===== src/rtl/apb_master_bridge.sv =====
// APB3 initiator: turns single-word CPU-side requests into APB SETUP/ACCESS transfers,
// decodes one PSEL per slave slot, and reports decode errors and PREADY timeouts.
module apb_master_bridge #(
  parameter int unsigned NUM_SLAVES = 4,
  parameter logic [31:0] BASE_ADDR  = 32'h1000_0000,
  parameter int unsigned TIMEOUT    = 255
) (
  input  logic                     PCLK,
  input  logic                     PRESET,
  input  logic                     req,
  input  logic [31:0]              addr,
  input  logic                     we,
  input  logic [31:0]              wdata,
  output logic [31:0]              rdata,
  output logic                     ready,
  output logic                     err,
  output logic                     busy,
  output logic [31:0]              PADDR,
  output logic                     PWRITE,
  output logic [31:0]              PWDATA,
  output logic [NUM_SLAVES-1:0]    PSEL,
  output logic                     PENABLE,
  input  logic [32*NUM_SLAVES-1:0] PRDATA_bus,
  input  logic [NUM_SLAVES-1:0]    PREADY_bus
);

  localparam int unsigned CW = $clog2(TIMEOUT);

  typedef enum logic [1:0] {IDLE, SETUP, ACCESS} state_e;

  state_e                state_q, state_d;
  logic [31:0]           paddr_q, paddr_d;
  logic [31:0]           pwdata_q, pwdata_d;
  logic [31:0]           rdata_q, rdata_d;
  logic                  pwrite_q, pwrite_d;
  logic                  penable_q, penable_d;
  logic                  ready_q, ready_d;
  logic                  err_q, err_d;
  logic                  busy_q, busy_d;
  logic [NUM_SLAVES-1:0] psel_q, psel_d;
  logic [3:0]            slot_q, slot_d;
  logic [CW-1:0]         wait_q, wait_d;

  logic                  hit_c;
  logic [NUM_SLAVES-1:0] req_sel_c;
  logic                  sel_ready_c;
  logic [31:0]           sel_rdata_c;

  // Request address decode into region hit and one-hot slot select
  always_comb begin
    hit_c = (addr[31:16] == BASE_ADDR[31:16]) && (32'(addr[15:12]) < NUM_SLAVES);
    for (int s = 0; s < NUM_SLAVES; s++) begin
      req_sel_c[s] = (addr[15:12] == 4'(s));
    end
  end

  // Only the latched slot's PREADY/PRDATA are observed
  always_comb begin
    sel_ready_c = 1'b0;
    sel_rdata_c = 32'd0;
    for (int s = 0; s < NUM_SLAVES; s++) begin
      if (slot_q == 4'(s)) begin
        sel_ready_c = PREADY_bus[s];
        sel_rdata_c = PRDATA_bus[32*s +: 32];
      end
    end
  end

  always_comb begin
    state_d   = state_q;
    paddr_d   = paddr_q;
    pwdata_d  = pwdata_q;
    pwrite_d  = pwrite_q;
    slot_d    = slot_q;
    psel_d    = psel_q;
    penable_d = penable_q;
    wait_d    = wait_q;
    rdata_d   = rdata_q;
    ready_d   = 1'b0;
    err_d     = 1'b0;

    unique case (state_q)
      IDLE: begin
        if (req) begin
          if (hit_c) begin
            paddr_d  = addr;
            pwdata_d = wdata;
            pwrite_d = we;
            slot_d   = addr[15:12];
            psel_d   = req_sel_c;
            state_d  = SETUP;
          end else begin
            ready_d = 1'b1;
            err_d   = 1'b1;
            rdata_d = 32'd0;
          end
        end
      end
      SETUP: begin
        penable_d = 1'b1;
        wait_d    = '0;
        state_d   = ACCESS;
      end
      ACCESS: begin
        if (sel_ready_c) begin
          ready_d   = 1'b1;
          rdata_d   = pwrite_q ? 32'd0 : sel_rdata_c;
          psel_d    = '0;
          penable_d = 1'b0;
          state_d   = IDLE;
        end else if (wait_q == CW'(TIMEOUT - 1)) begin
          // Slave never answered: complete with error so the core is not stalled forever
          ready_d   = 1'b1;
          err_d     = 1'b1;
          rdata_d   = 32'd0;
          psel_d    = '0;
          penable_d = 1'b0;
          state_d   = IDLE;
        end else begin
          wait_d = wait_q + CW'(1);
        end
      end
      default: begin
        psel_d    = '0;
        penable_d = 1'b0;
        state_d   = IDLE;
      end
    endcase

    busy_d = (state_d != IDLE);
  end

  always_ff @(posedge PCLK or posedge PRESET) begin
    if (PRESET) begin
      state_q   <= IDLE;
      paddr_q   <= 32'd0;
      pwdata_q  <= 32'd0;
      pwrite_q  <= 1'b0;
      slot_q    <= 4'd0;
      psel_q    <= '0;
      penable_q <= 1'b0;
      wait_q    <= '0;
      rdata_q   <= 32'd0;
      ready_q   <= 1'b0;
      err_q     <= 1'b0;
      busy_q    <= 1'b0;
    end else begin
      state_q   <= state_d;
      paddr_q   <= paddr_d;
      pwdata_q  <= pwdata_d;
      pwrite_q  <= pwrite_d;
      slot_q    <= slot_d;
      psel_q    <= psel_d;
      penable_q <= penable_d;
      wait_q    <= wait_d;
      rdata_q   <= rdata_d;
      ready_q   <= ready_d;
      err_q     <= err_d;
      busy_q    <= busy_d;
    end
  end

  assign PADDR   = paddr_q;
  assign PWDATA  = pwdata_q;
  assign PWRITE  = pwrite_q;
  assign PSEL    = psel_q;
  assign PENABLE = penable_q;
  assign rdata   = rdata_q;
  assign ready   = ready_q;
  assign err     = err_q;
  assign busy    = busy_q;

endmodule


===== config.mk =====
export PLATFORM = sky130hd
export DESIGN_NAME = apb_master_bridge
export DESIGN_NICKNAME = d
export VERILOG_FILES = /design/src/rtl/apb_master_bridge.sv
export SDC_FILE = /design/constraint.sdc
export NUM_CORES = 1
export LEC_CHECK = 0
export ABC_CLOCK_PERIOD_IN_PS = 3650
export CAP_MARGIN = 10
export CORE_UTILIZATION = 28
export CTS_CLUSTER_DIAMETER = 200
export DETAILED_ROUTE_END_ITERATION = 7
export SYNTH_ARGS = -nofsm -noshare
export SYNTH_HDL_FRONTEND = slang
export SYNTH_SLANG_ARGS = --single-unit

===== constraint.sdc =====
create_clock -name PCLK -period 3.65 [get_ports PCLK]
set_input_delay 0.73 -clock PCLK [delete_from_list [all_inputs] [get_ports PCLK]]
set_output_delay 0.73 -clock PCLK [all_outputs]
set_load 0.02 [all_outputs]

==> results.md, run 1 <==
* Largest net degree at the start of global routing at 65
* H-tree depth reported by CTS at 4
* Adder-Cell Fraction of Synth Area at 0.415%
* Measured slew at the worst slew-check pin at 0.798 ns
* First-pass GRT wire length at 26.9 mm
* Final wirelength at 17.4 mm
* Cts hold-fix bufs at 0
* Fraction of power spent switching nets at 24.0%
* Setup_tns at 0 ns
* Syn Std Cell Area at 6030 µm²
* Post-Synthesis Cells at 478
* Clk buf depth at 2
* Nets at 976
* Core area at 21100 µm²
* Starting Density at 28.6%
* Switching power total at 0.791 mW
* Root Driver: clkbuf_16
* Area Growth Syn to Fin at 62.9%
* Die H at 149 µm
* Layout Skew at 0.00847 ns
* Kind of critical path: register to register
* Wire length per cell at 16.4 µm
* Sequential power share at 39.8%
* Worst IR Drop VDD at 0.000281 V
* Synth area leaders: dfrtp_1 48%, mux2_2 11%, mux2_1 8.8%
* Clk pwr share at 48.4%
* I/O Buffers at 304
* Synth cell types at 49
* Worst hold path class: register to register
* Largest area contributor in the netlist: dfrtp_1
* Worst-path clk slew at 0.06 ns
* Relative slew slack at 46.8%
* Largest family of logic cells by synthesized area: multiplexers
* Total CTS buffers at 17
* Ant. Diodes at 0
* Lkg Pwr at 4.05 nW
* Latest clock arrival within the worst-skew pair at 0.41 ns
* Seq/Total Area, Yosys at 47.7%
* EDFF count, synth at 0
* Area of the die at 22100 µm²
* Count of final setup violators at 0
* Syn nets at 680
* Req. time, crit path at 3.96 ns
* Vias at 4979
* Max-Cap Viols at 0
* Min Tclk post-route at 2.56 ns
* Routability Congestion at 0.788
* Syn Area/Cell at 12.6 µm²
* Post-DP HPWL at 13.1 mm
* Max Fanout on Critical Path at 32
* Vias in the first global route at 5089
* Initial antenna violation count at 0
* Critical path arrival at 2.87 ns
* Status: finished clean
* Synth async-reset ratio at 100%
* Simple-gate portion of the synthesized area at 7.78%
* Pins Over Slew Limit at 0
* Critical Path Start Type: register
* Hold Slack at 0.476 ns
* DRC errors left at 0
* Synth warn at 0
* Power Density at 335 nW/µm²
* DR pass1 iterations at 4
* Post-cts resize count at 0
* Pint at 2.50 mW
* DRT iter0 DRCs at 236
* Logic pwr share at 11.9%
* Period utilisation layout at 70.1%
* RSZ-0062 raised after global routing: no
* Kind of end point of the critical path: register
* Post-CTS Setup Inserts at 0
* Fillers at 1935
* Share of layout cells above drive strength 1 at 18.0%
* Remaining global-route overflow at 0
* Register area at 2880 µm²
* # rows at 53
* Fmax at 391 MHz
* Detail-routed via count per cell at 4.69
* # IOs at 305
* Total global-route track usage at 15.7%
* TritonCTS clock tree: yes
* Post-synthesis mux area share at 21.3%
* Final hold vios at 0
* Post-Synth XOR/XNOR Area at 0%
* ANT nets after route at 0
* Post-synthesis compound-gate area fraction at 15.9%
* Area occupied by multi-input gates at 2750 µm²
* Ys flop type: dfrtp_1
* Die Width at 149 µm
* Clock Sinks at 115
* Number of synthesized register bits at 115
* Share of the synthesized area in the top cell type at 47.7%
==> cell usage after synthesis, types with 2 or more instances <==
| cell | number |
|---|---|
| a21oi_1 | 5 |
| a221o_1 | 4 |
| a311oi_1 | 4 |
| and2_1 | 2 |
| and4_1 | 3 |
| buf_12 | 3 |
| buf_2 | 10 |
| buf_4 | 8 |
| buf_6 | 2 |
| clkbuf_1 | 6 |
| dfrtp_1 | 115 |
| dlygate4sd1_1 | 6 |
| ha_1 | 2 |
| inv_1 | 40 |
| mux2_1 | 47 |
| mux2_2 | 58 |
| mux2i_1 | 10 |
| nand2_1 | 10 |
| nand2b_1 | 4 |
| nand3_1 | 3 |
| nand4_1 | 6 |
| nor2_1 | 4 |
| nor2b_1 | 23 |
| nor3_1 | 6 |
| nor4_1 | 7 |
| o22a_1 | 2 |
| o22a_2 | 2 |
| o22ai_1 | 31 |
| o31ai_1 | 2 |
| o32ai_1 | 2 |
| o32ai_2 | 30 |
| or2_1 | 3 |
| or4_1 | 2 |
==> cells in the final DEF, fill, tap and decap left out, drive strengths merged <==
master	n
clkdlybuf4s50	304
dfrtp	115
mux2	105
inv	46
o22ai	32
o32ai	32
nor2b	23
clkbuf	17
mux2i	10
nand2	10
buf	9
nor4	7
nand4	6
nor3	6
a21oi	6
o22a	5
nand2b	4
nor2	4
a311oi	4
a221o	4
clkinvlp	4
nand3	4
or2	4
clkinv	4
and4	3
o31ai	3
and2	2
or4	2
ha	2
o21ai	2
and3b	1
or3b	1
or3	1
a31o	1
a32oi	1
a21o	1
o41a	1
bufinv	1
==> worst paths after layout <==
| check | cells past startpoint | endpoint | slack, ns | startpoint |
|---|---|---|---|---|
| worst min register to register | 1 | PADDR[28]$_DFFE_PP0P_ | 0.48 | PADDR[28]$_DFFE_PP0P_ |
| worst max-delay path | 4 | rdata[29]$_DFFE_PP0P_ | 1.09 | PADDR[14]$_DFFE_PP0P_ |
| worst max register to register | 4 | rdata[29]$_DFFE_PP0P_ | 1.09 | PADDR[14]$_DFFE_PP0P_ |
| max in group asynchronous | 3 | PWDATA[12]$_DFFE_PP0P_ | 2.05 | PRESET |
| worst min-delay path | 1 | PADDR[28]$_DFFE_PP0P_ | 0.48 | PADDR[28]$_DFFE_PP0P_ |
| min in group asynchronous | 2 | rdata[21]$_DFFE_PP0P_ | 0.77 | PRESET |
==> stage by stage <==
stage          power [mW]  instance area [µm²]  util [%]  instances  setup slack (ns)
3_5_place_dp         1.73                 9260      43.9       1030             0.721
2_1_floorplan        1.46                 6040         -        478              1.48
6_report             3.30                 9830      46.6       1062              1.09
3_3_place_gp         1.72                 9260      43.9       1030             0.841
5_1_grt              3.44                 9830      46.6       1062             0.853
4_1_cts              3.35                 9830      46.6       1062              1.01
==> flip-flops by register name, indices dropped and copies added (netlist names) <==
| name | flops |
|---|---|
| rdata | 32 |
| err | 1 |
| wait_q | 8 |
| PADDR | 32 |
| busy | 1 |
| PWDATA | 32 |
| PSEL | 4 |
| state_q | 2 |
| PENABLE | 1 |
| ready | 1 |
| PWRITE | 1 |
==> power groups by stage <==
stage	logic [mW]	clock network, mW	registers, mW
3_3_place_gp	0.388	0	1.33
2_1_floorplan	0.122	0	1.34
5_1_grt	0.422	1.71	1.31
3_5_place_dp	0.396	0	1.33
6_report	0.391	1.59	1.31
4_1_cts	0.397	1.64	1.31
==> critical path, stage by stage (launching register included) <==
cell and delay [ns]:
dfrtp_1 0.45, or3b_1 0.59, o22ai_2 0.57, nand3_4 0.56, o32ai_1 0.26
==> cells by family (layout without fill, tap and decap cells) <==
| group | count (synthesis) | in the layout |
|---|---|---|
| multiplexers | 115 | 115 |
| buffers and inverters | 76 | 385 |
| AO/OA/AOI/OAI | 92 | 92 |
| flip-flops | 115 | 115 |
| AND/OR/NAND/NOR | 78 | 78 |
| adder cells (fa/ha/maj) | 2 | 2 |
==> cell type report <==
class | count | area share [%]
Multi-Input combinational cell | 287 | 27.9
Timing Repair Buffer | 313 | 31.9
Tap cell | 275 | 3.50
Clock buffer | 17 | 4.33
Sequential cell | 115 | 29.3
Inverter | 40 | 1.57
Clock inverter | 15 | 1.48
==> layer usage <==
| metal | vias to the layer above | GRT usage (%) | part of all wire (%) |
|---|---|---|---|
| met3 | 24 | 4.34 | 7.9 |
| met4 | 0 | 5.61 | 1.6 |
| met1 | 2368 | 17.6 | 39 |
| li1 | 2378 | - | - |
| met5 | - | 0 | 0 |
| met2 | 209 | 28.2 | 52 |
Power figures use the tool's default switching activity.
==> run 2, diff against run 1 <==
--- a/config.mk
+++ b/config.mk
@@ -5,7 +5,7 @@
 export SDC_FILE = /design/constraint.sdc
 export NUM_CORES = 1
 export LEC_CHECK = 0
-export ABC_CLOCK_PERIOD_IN_PS = 3650
+export ABC_CLOCK_PERIOD_IN_PS = 2640
 export CAP_MARGIN = 10
 export CORE_UTILIZATION = 28
 export CTS_CLUSTER_DIAMETER = 200
==> constraint.sdc (replaced) <==
create_clock -name PCLK -period 2.64 [get_ports PCLK]
set_input_delay 0.528 -clock PCLK [delete_from_list [all_inputs] [get_ports PCLK]]
set_output_delay 0.528 -clock PCLK [all_outputs]
set_load 0.02 [all_outputs]
==> run 2 against run 1 <==
  * Sequential cell count unchanged
  * Largest cell class unchanged
  * Core utilization increased by 0.57 points
  * Power increased by 44%
  * Worst setup slack got worse by 0.85 ns
  * Highest routed layer unchanged
  * Clock power increased by 49%
  * Routed wire length increased by 2.7%
  * Final area increased by 1.2%
==> results.md, run 2 (synthesis results as in run 1) <==
* Wire length per cell at 16.7 µm (+2.2%)
* DRC errors left at 0 (unchanged)
* Measured slew at the worst slew-check pin at 0.819 ns (+0.0207 ns)
* Fraction of power spent switching nets at 22.5% (-1.5 points)
* Final Util at 47.2% (+0.57 points)
* Starting Density at 28.6% (unchanged)
* Die Width at 149 µm (unchanged)
* Vias in the first global route at 5314 (+4.4%)
* RSZ-0062 raised after global routing: no
* Logic pwr share at 11.6% (-0.3 points)
* Worst hold path class: register to register
* Final hold vios at 0 (unchanged)
* Final wirelength at 17.8 mm (+2.7%)
* # rows at 53 (unchanged)
* DRT iter0 DRCs at 178 (-25%)
* Min Tclk post-route at 2.39 ns (-0.164 ns)
* Core area at 21100 µm² (unchanged)
* Switching power total at 1.06 mW (+35%)
* Relative slew slack at 45.4% (-1.4 points)
* Ant. Diodes at 0 (unchanged)
* Placed insts at 1035 (+0.49%)
* Area Growth Syn to Fin at 64.9%
* Total CTS buffers at 17 (unchanged)
* Lkg Pwr at 4.11 nW (+1.5%)
* Post-CTS Setup Inserts at 0 (unchanged)
* Layout Skew at 0.00899 ns (+0.000520 ns)
* # IOs at 305 (unchanged)
* Fmax at 418 MHz (+6.8%)
* Critical path arrival at 2.70 ns (-0.17 ns)
* Die H at 149 µm (unchanged)
* Fin cells at 1067 (+0.47%)
* Initial antenna violation count at 0 (unchanged)
* ANT nets after route at 0 (unchanged)
* TritonCTS clock tree: yes
* Clk pwr share at 50.1% (+1.7 points)
* Largest net degree at the start of global routing at 65 (unchanged)
* Pint at 3.67 mW (+47%)
* I/O Buffers at 304 (unchanged)
* Worst-path clk slew at 0.06 ns (about the same)
* Max Fanout on Critical Path at 32 (unchanged)
* Critical Path Start Type: register
* Clock Sinks at 115 (unchanged)
* Kind of critical path: register to register
* First-pass GRT wire length at 27.6 mm (+2.4%)
* Sequential power share at 38.3% (-1.5 points)
* Clk buf depth at 2 (unchanged)
* Routability Congestion at 0.799 (+1.5%)
* Worst Setup Slack, final at 0.247 ns (-0.846 ns)
* Worst IR Drop VDD at 0.000389 V (+38%)
* Hold depth at 1 (unchanged)
* Share of layout cells above drive strength 1 at 18.6% (+0.52 points)
* Vias at 5038 (+1.2%)
* Post-cts resize count at 0 (unchanged)
* Fillers at 1890 (-2.3%)
* Period utilisation layout at 90.7% (+21 points)
* Root Driver: clkbuf_16
* Post-DP HPWL at 13.4 mm (+2.0%)
* Req. time, crit path at 2.94 ns (-1.02 ns)
* Max-Cap Viols at 0 (unchanged)
* Pins Over Slew Limit at 0 (unchanged)
* Area of the die at 22100 µm² (unchanged)
* Kind of end point of the critical path: register
* Detail-routed via count per cell at 4.72 (+0.71%)
* Cells on worst reg2reg path at 6 (+2)
* Area occupied by multi-input gates at 2750 µm² (unchanged)
* Place WS at 0.0854 ns (-0.636 ns)
* Total global-route track usage at 16.1% (+0.47 points)
* H-tree depth reported by CTS at 4 (unchanged)
* Latest clock arrival within the worst-skew pair at 0.41 ns (about the same)
* Remaining global-route overflow at 0 (unchanged)
* Hold Slack at 0.479 ns (+0.00325 ns)
* Cts hold-fix bufs at 0 (unchanged)
* Commonest cells after routing, fill and taps aside: 304 x clkdlybuf4s50_1, 114 x dfrtp_1, 58 x mux2_2
* Register area at 2880 µm² (unchanged)
* Setup_tns at 0 ns (unchanged)
* Count of final setup violators at 0 (unchanged)
* Commonest non-fill, non-tap cell in the layout: clkdlybuf4s50_1
* Nets at 981 (+0.51%)
* DR pass1 iterations at 4 (unchanged)
* Status: finished clean
* Power Density at 476 nW/µm² (+42%)
==> run 2: metrics by stage <==
step | instance area, µm² | power [mW]
after detailed placement | 9330 | 2.40
after floorplan | 6040 | 2.02
after global routing | 9950 | 4.93
after global placement | 9330 | 2.39
after CTS | 9950 | 4.82
final | 9950 | 4.74
==> run 2: layer usage <==
metal,wire length (µm),global-route usage [%],vias to the layer above
met5,0,0,-
met4,397,6.73,0
met3,1330,4.22,30
met2,9250,29.4,207
met1,6870,17.6,2423
li1,-,-,2378
==> run 2: worst paths after layout <==
check / start / end / slack, ns
worst max-delay path: PADDR[14]$_DFFE_PP0P_ / rdata[30]$_DFFE_PP0P_ / 0.25
worst min-delay path: PADDR[28]$_DFFE_PP0P_ / PADDR[28]$_DFFE_PP0P_ / 0.48
worst max register to register: PADDR[14]$_DFFE_PP0P_ / rdata[30]$_DFFE_PP0P_ / 0.25
worst min register to register: PADDR[28]$_DFFE_PP0P_ / PADDR[28]$_DFFE_PP0P_ / 0.48
max in group asynchronous: PRESET / PADDR[12]$_DFFE_PP0P_ / 1.77
min in group asynchronous: PRESET / rdata[23]$_DFFE_PP0P_ / 0.58
==> run 2: final cells by class <==
class	instances	share of cell area, %
tap	275	3.46
multi-input combinational	287	27.6
clock buffer	18	4.41
timing repair buffer	318	32.3
sequential	115	28.9
clock inverter	14	1.77
inverter	40	1.55
==> run 2: power groups by stage <==
| stage | clock [mW] | sequential [mW] | combinational (mW) |
|---|---|---|---|
| detailed placement | 0 | 1.84 | 0.555 |
| finish | 2.37 | 1.81 | 0.550 |
| floorplan | 0 | 1.85 | 0.169 |
| CTS | 2.45 | 1.81 | 0.559 |
| global route | 2.52 | 1.82 | 0.594 |
| global placement | 0 | 1.84 | 0.545 |
==> run 2: critical path, stage by stage, from the launching register on <==
cell,delay [ns]
dfrtp_1,0.45
or3b_1,0.46
buf_4,0.19
o22ai_2,0.22
buf_4,0.21
nand3_4,0.42
o32ai_1,0.31
==> run 3, diff against run 2 <==
--- a/config.mk
+++ b/config.mk
@@ -10,6 +10,7 @@
 export CORE_UTILIZATION = 28
 export CTS_CLUSTER_DIAMETER = 200
 export DETAILED_ROUTE_END_ITERATION = 7
+export SLEW_MARGIN = 25
 export SYNTH_ARGS = -nofsm -noshare
 export SYNTH_HDL_FRONTEND = slang
 export SYNTH_SLANG_ARGS = --single-unit
==> results of run 3 <==
Same layout as run 2: the final DEF is identical, and so are final timing and power.
